[config.mk]
export PLATFORM = sky130hd
export DESIGN_NAME = ama_riscv_fetch
export DESIGN_NICKNAME = d
export VERILOG_FILES = /design/src/rtl/ama_riscv_fetch.sv
export SDC_FILE = /design/constraint.sdc
export NUM_CORES = 1
export LEC_CHECK = 0
export ABC_AREA = 0
export CORE_MARGIN = 2
export CORE_UTILIZATION = 38
export CTS_CLUSTER_SIZE = 10
export DETAILED_ROUTE_END_ITERATION = 12
export PLACE_DENSITY = 0.85
export SLEW_MARGIN = 25
export SYNTH_ARGS = -nofsm -noshare
export SYNTH_HDL_FRONTEND = slang
export SYNTH_SLANG_ARGS = --single-unit
[constraint.sdc]
create_clock -name clk -period 2.2 [get_ports clk]
set_clock_uncertainty 0.15 [all_clocks]
set_input_delay 0.44 -clock clk [delete_from_list [all_inputs] [get_ports clk]]
set_output_delay 0.44 -clock clk [all_outputs]
set_load 0.03 [all_outputs]
[src/rtl/ama_riscv_fetch.sv]
// Instruction fetch stage: owns the PC, drives the synchronous imem and presents
// the IF/ID pair to the decoder, with bubble insertion and fetch/bubble counters.
module ama_riscv_fetch #(
    parameter logic [31:0] START_ADDR = 32'h0000_0000,
    parameter int          IMEM_AW    = 14,
    parameter logic [31:0] NOP        = 32'h0000_0013
) (
    input  logic               clk,
    input  logic               rst,
    input  logic [1:0]         pc_sel,
    input  logic               pc_we,
    input  logic               stall_if,
    input  logic               clear_if,
    input  logic [31:0]        alu_out,
    input  logic [31:0]        bp_target,
    input  logic [31:0]        imem_rdata,
    output logic [IMEM_AW-1:0] imem_addr,
    output logic               imem_en,
    output logic [31:0]        pc_id,
    output logic [31:0]        inst_id,
    output logic               inst_valid_id,
    output logic [31:0]        fetch_cnt,
    output logic [31:0]        bubble_cnt
);

    typedef enum logic [1:0] {
        PC_START = 2'd0,
        PC_INC4  = 2'd1,
        PC_ALU   = 2'd2,
        PC_BP    = 2'd3
    } pc_sel_e;

    logic [31:0] pc_q, pc_d;
    logic        rst_bubble_q;
    logic [31:0] fetch_cnt_q, fetch_cnt_d;
    logic [31:0] bubble_cnt_q, bubble_cnt_d;
    logic        kill;

    always_comb begin
        pc_d = pc_q;
        if (rst) begin
            pc_d = START_ADDR;
        end else if (stall_if || !pc_we) begin
            pc_d = pc_q;
        end else begin
            case (pc_sel_e'(pc_sel))
                PC_START: pc_d = START_ADDR;
                PC_INC4:  pc_d = pc_q + 32'd4;
                PC_ALU:   pc_d = {alu_out[31:2], 2'b00};
                PC_BP:    pc_d = {bp_target[31:2], 2'b00};
                default:  pc_d = pc_q;
            endcase
        end
    end

    // The imem is addressed with next PC so its registered data lines up with pc_q.
    assign imem_addr = pc_d[IMEM_AW+1:2];
    assign imem_en   = 1'b1;

    assign kill          = rst_bubble_q | clear_if | rst;
    assign pc_id         = pc_q;
    assign inst_id       = kill ? NOP : imem_rdata;
    assign inst_valid_id = !kill;

    always_comb begin
        fetch_cnt_d  = fetch_cnt_q;
        bubble_cnt_d = bubble_cnt_q;
        if (rst) begin
            fetch_cnt_d  = 32'd0;
            bubble_cnt_d = 32'd0;
        end else begin
            if (inst_valid_id && !stall_if) fetch_cnt_d  = fetch_cnt_q + 32'd1;
            if (!inst_valid_id)             bubble_cnt_d = bubble_cnt_q + 32'd1;
        end
    end

    // NOTE: sequential state uses non-blocking assignments so every register
    // samples pre-edge values regardless of statement order.
    always_ff @(posedge clk) begin
        pc_q         <= pc_d;
        rst_bubble_q <= rst;
        fetch_cnt_q  <= fetch_cnt_d;
        bubble_cnt_q <= bubble_cnt_d;
    end

    assign fetch_cnt  = fetch_cnt_q;
    assign bubble_cnt = bubble_cnt_q;

endmodule
==> flow_metrics.py <==
metrics = {
    "setup_path": {
        "cp-start-kind": "flip-flop",
        "crit_buf_inv": 1,
        "max_stage_delay_ns": 0.38,
        "required_ns": 1.61,
        "cp_cell_sequence": "ha_4 > nand4_1 > nor4_2 > o21ai_1 > a22oi_2 > o32ai_4 > buf_6",
        "arrival_ns": 2.05,
        "cpLargestDelayFamily": "simple AND/OR/NAND/NOR gates",
        "crit_path_max_fanout": 3,
        "critPathCaptureType": "primary output",
        "criticalPathCategory": "reg -> out",
        "cpMaxStageDelayCell": "nor4_2",
    },
    "routing": {
        "drt-total-wl_um": 18800,
        "viasPerCell": 5.37,
        "drt_iter0_drc": 508,
        "firstDrtPassIters": 5,
        "drcViolationCount": 0,
        "ant_nets": 0,
        "routedWlPerCell_um": 16.2,
        "vias": 6233,
    },
    "place": {
        "portBuffers": 241,
        "dp_hpwl_um": 13800,
        "pre_cts_ws_ns": -0.432,
        "gp_congestion": 0.912,
    },
    "cells_and_area": {
        "final_util_pct": 65.9,
        "layout_commonest_cell": "clkdlybuf4s50_1",
        "area_delta_synth_final_pct": 68.3,
        "final_nets": 1082,
        "n_antenna_cell": 0,
        "layout-drive-gt1-share_pct": 24.2,
        "most-common-layout-cells": "clkdlybuf4s50_1, buf_4, nor2_1",
    },
    "sta": {
        "min_period_ns": 2.64,
        "finalWorstSetupSlack_ns": -0.436,
        "min_period_over_period_pct": 120,
        "maxSlewViolCount": 0,
        "tightest_slew_ns": 0.507,
        "clock.fmax_mhz": 379,
        "holdWs_ns": 0.341,
        "finalSetupViolCount": 14,
        "rsz0062_at_grt": "true",
        "timing.slew.headroom_pct": 65.8,
        "hold_viol": 0,
    },
    "global_routing": {
        "grt_overflow_total": 0,
        "grt_pass1_wl_um": 28200,
        "grt_max_degree": 47,
        "grt_pass1_vias": 5579,
        "antenna_found_initial": 1,
        "track_usage_pct": 23.2,
    },
    "floorplan": {
        "ioPinCount": 247,
        "dieArea_sq_mm": 0.0153,
        "fp.coreArea_sq_mm": 0.0139,
        "die-width_um": 124,
        "num_rows": 43,
        "die_h_um": 124,
        "start_util_pct": 39.1,
    },
    "run": {
        "max_cap_violations": 0,
    },
    "yosys": {
        "synth-async-reset-ratio_pct": 0,
        "syn_nets": 785,
        "yosys_warnings": 0,
        "synth_area_sq_mm": 0.00545,
        "synthFlopType": "dfxtp_1",
        "synth_cell_types": 56,
        "synth_edf_count": 0,
        "yosysSeqAreaShare_pct": 35.6,
        "ys_seq_elements": 97,
        "synth_cells": 679,
        "syn_area_per_cell_sq_um": 8.03,
    },
    "min_path": {
        "min_path_type": "reg -> reg",
    },
    "power_and_ir_drop": {
        "power_density_mw_per_mm2": 456,
        "max-vdd-ir-drop_mv": 0.524,
        "p_leak_nw": 3.40,
    },
    "cts": {
        "clock_sinks": 97,
        "cts_root_buffer": "clkbuf_16",
        "clkTransAtPathRegs_ns": 0.07,
        "cts_buffer_depth": 2,
        "cts-hold-fix-buffers": 0,
        "cts_tree": "built",
        "cts_inserted_buffers": 9,
        "clk_latency_ns": 0.35,
        "htreeDepth": 3,
    },
    "status": {
        "status": "finished, violations left",
        "violations": "negative setup slack",
    },
}
## registers in the layout, indices dropped and copies added (netlist names)
name	count
fetch_cnt	32
rst_bubble_q	1
pc_id	32
bubble_cnt	32
## worst register-to-register path, delay by kind of cell, from the launching register on
family / cells / cell delay, ns
simple gates: 4 / 0.98
flops: 1 / 0.36
buf+inv: 2 / 0.35
compound gates: 1 / 0.18
fa+ha+maj: 1 / 0.14
## cell families after synthesis
kind of cell | share of synthesized area (%)
compound gates | 12.5
xor+xnor | 9.15
fa+ha+maj | 0.688
buf+inv | 4.17
flops | 35.6
mux | 5.74
other cells | 0.0688
simple gates | 32.1
## stage by stage
stage	cells	area [sq um]	setup TNS, ns	power, mW
after floorplan	679	5630	-0.0567	2.19
after global placement	1137	8530	-22.45	2.57
after detailed placement	1137	8530	-24.89	2.58
after CTS	1160	9080	-3.07	4.19
after global routing	1161	9180	-4.37	4.33
final	1161	9180	-3.25	4.19
## power by group
| group | leakage, nW | internal [mW] | switching (mW) |
|---|---|---|---|
| combinational | 2.47 | 0.396 | 0.377 |
| clock | 0.143 | 0.887 | 0.703 |
| sequential | 0.792 | 1.78 | 0.0417 |
| total | 3.40 | 3.07 | 1.12 |
## timing repair
item,4_1_cts,5_1_grt
pin swaps,25,21
resized for setup,56,25
setup endpoints to repair,53,19
setup buffers,9,2
## cell usage after synthesis (2+ instances only)
| master | n | area share, % |
|---|---|---|
| a21o_1 | 2 | 0.28 |
| a21oi_1 | 36 | 3.3 |
| a221oi_1 | 3 | 0.48 |
| a22oi_1 | 2 | 0.28 |
| a31oi_1 | 16 | 1.8 |
| a41oi_1 | 2 | 0.32 |
| and2_1 | 34 | 3.9 |
| and3_1 | 13 | 1.5 |
| and4_1 | 13 | 2.1 |
| and4_2 | 2 | 0.37 |
| buf_1 | 4 | 0.28 |
| buf_2 | 7 | 0.64 |
| buf_4 | 2 | 0.28 |
| clkbuf_1 | 26 | 1.8 |
| dfxtp_1 | 97 | 36 |
| ha_1 | 3 | 0.69 |
| inv_1 | 12 | 0.83 |
| mux2_2 | 10 | 2.1 |
| mux2i_1 | 20 | 3.7 |
| nand2_1 | 51 | 3.5 |
| nand2b_1 | 9 | 1.0 |
| nand3_1 | 25 | 2.3 |
| nand4_1 | 27 | 3.1 |
| nor2_1 | 92 | 6.3 |
| nor2b_1 | 2 | 0.23 |
| nor3_1 | 20 | 1.8 |
| nor4_1 | 17 | 1.9 |
| nor4_4 | 2 | 0.78 |
| nor4b_1 | 2 | 0.32 |
| o211ai_1 | 2 | 0.28 |
| o21ai_0 | 23 | 2.1 |
| o311ai_0 | 4 | 0.64 |
| o31ai_1 | 4 | 0.55 |
| o32ai_1 | 8 | 1.3 |
| or3_1 | 5 | 0.57 |
| or4_1 | 7 | 0.96 |
| xnor2_1 | 32 | 5.1 |
| xor2_1 | 25 | 4.0 |
## metal layers
metal	share of wire [%]	global-route usage, %	wire length (um)
met1	43	30.8	8010
met2	49	37.9	9250
met3	6.5	4.72	1220
met4	1.4	7.17	257
met5	0.069	0	13
## worst paths after layout
path / slack, ns / to / cells past startpoint / from
worst min register to register: 0.34 / pc_id[1]$_SDFFE_PP0N_ / 1 / pc_id[1]$_SDFFE_PP0N_
worst max-delay path: -0.44 / imem_addr[12] / 7 / pc_id[2]$_DFF_P_
worst min-delay path: 0.34 / pc_id[1]$_SDFFE_PP0N_ / 1 / pc_id[1]$_SDFFE_PP0N_
worst max register to register: -0.03 / pc_id[28]$_SDFFE_PP0N_ / 8 / pc_id[2]$_DFF_P_
## final cells by class
cell class,instances,area [sq um]
fillers,1099,4750
multi-input cells,528,3620
repair buffers,327,3020
flip-flops and latches,97,1970
clock buffers,10,229
well taps,180,225
clock inverters,6,66.3
inverters,13,48.8
(Power assumes the default switching activity.)
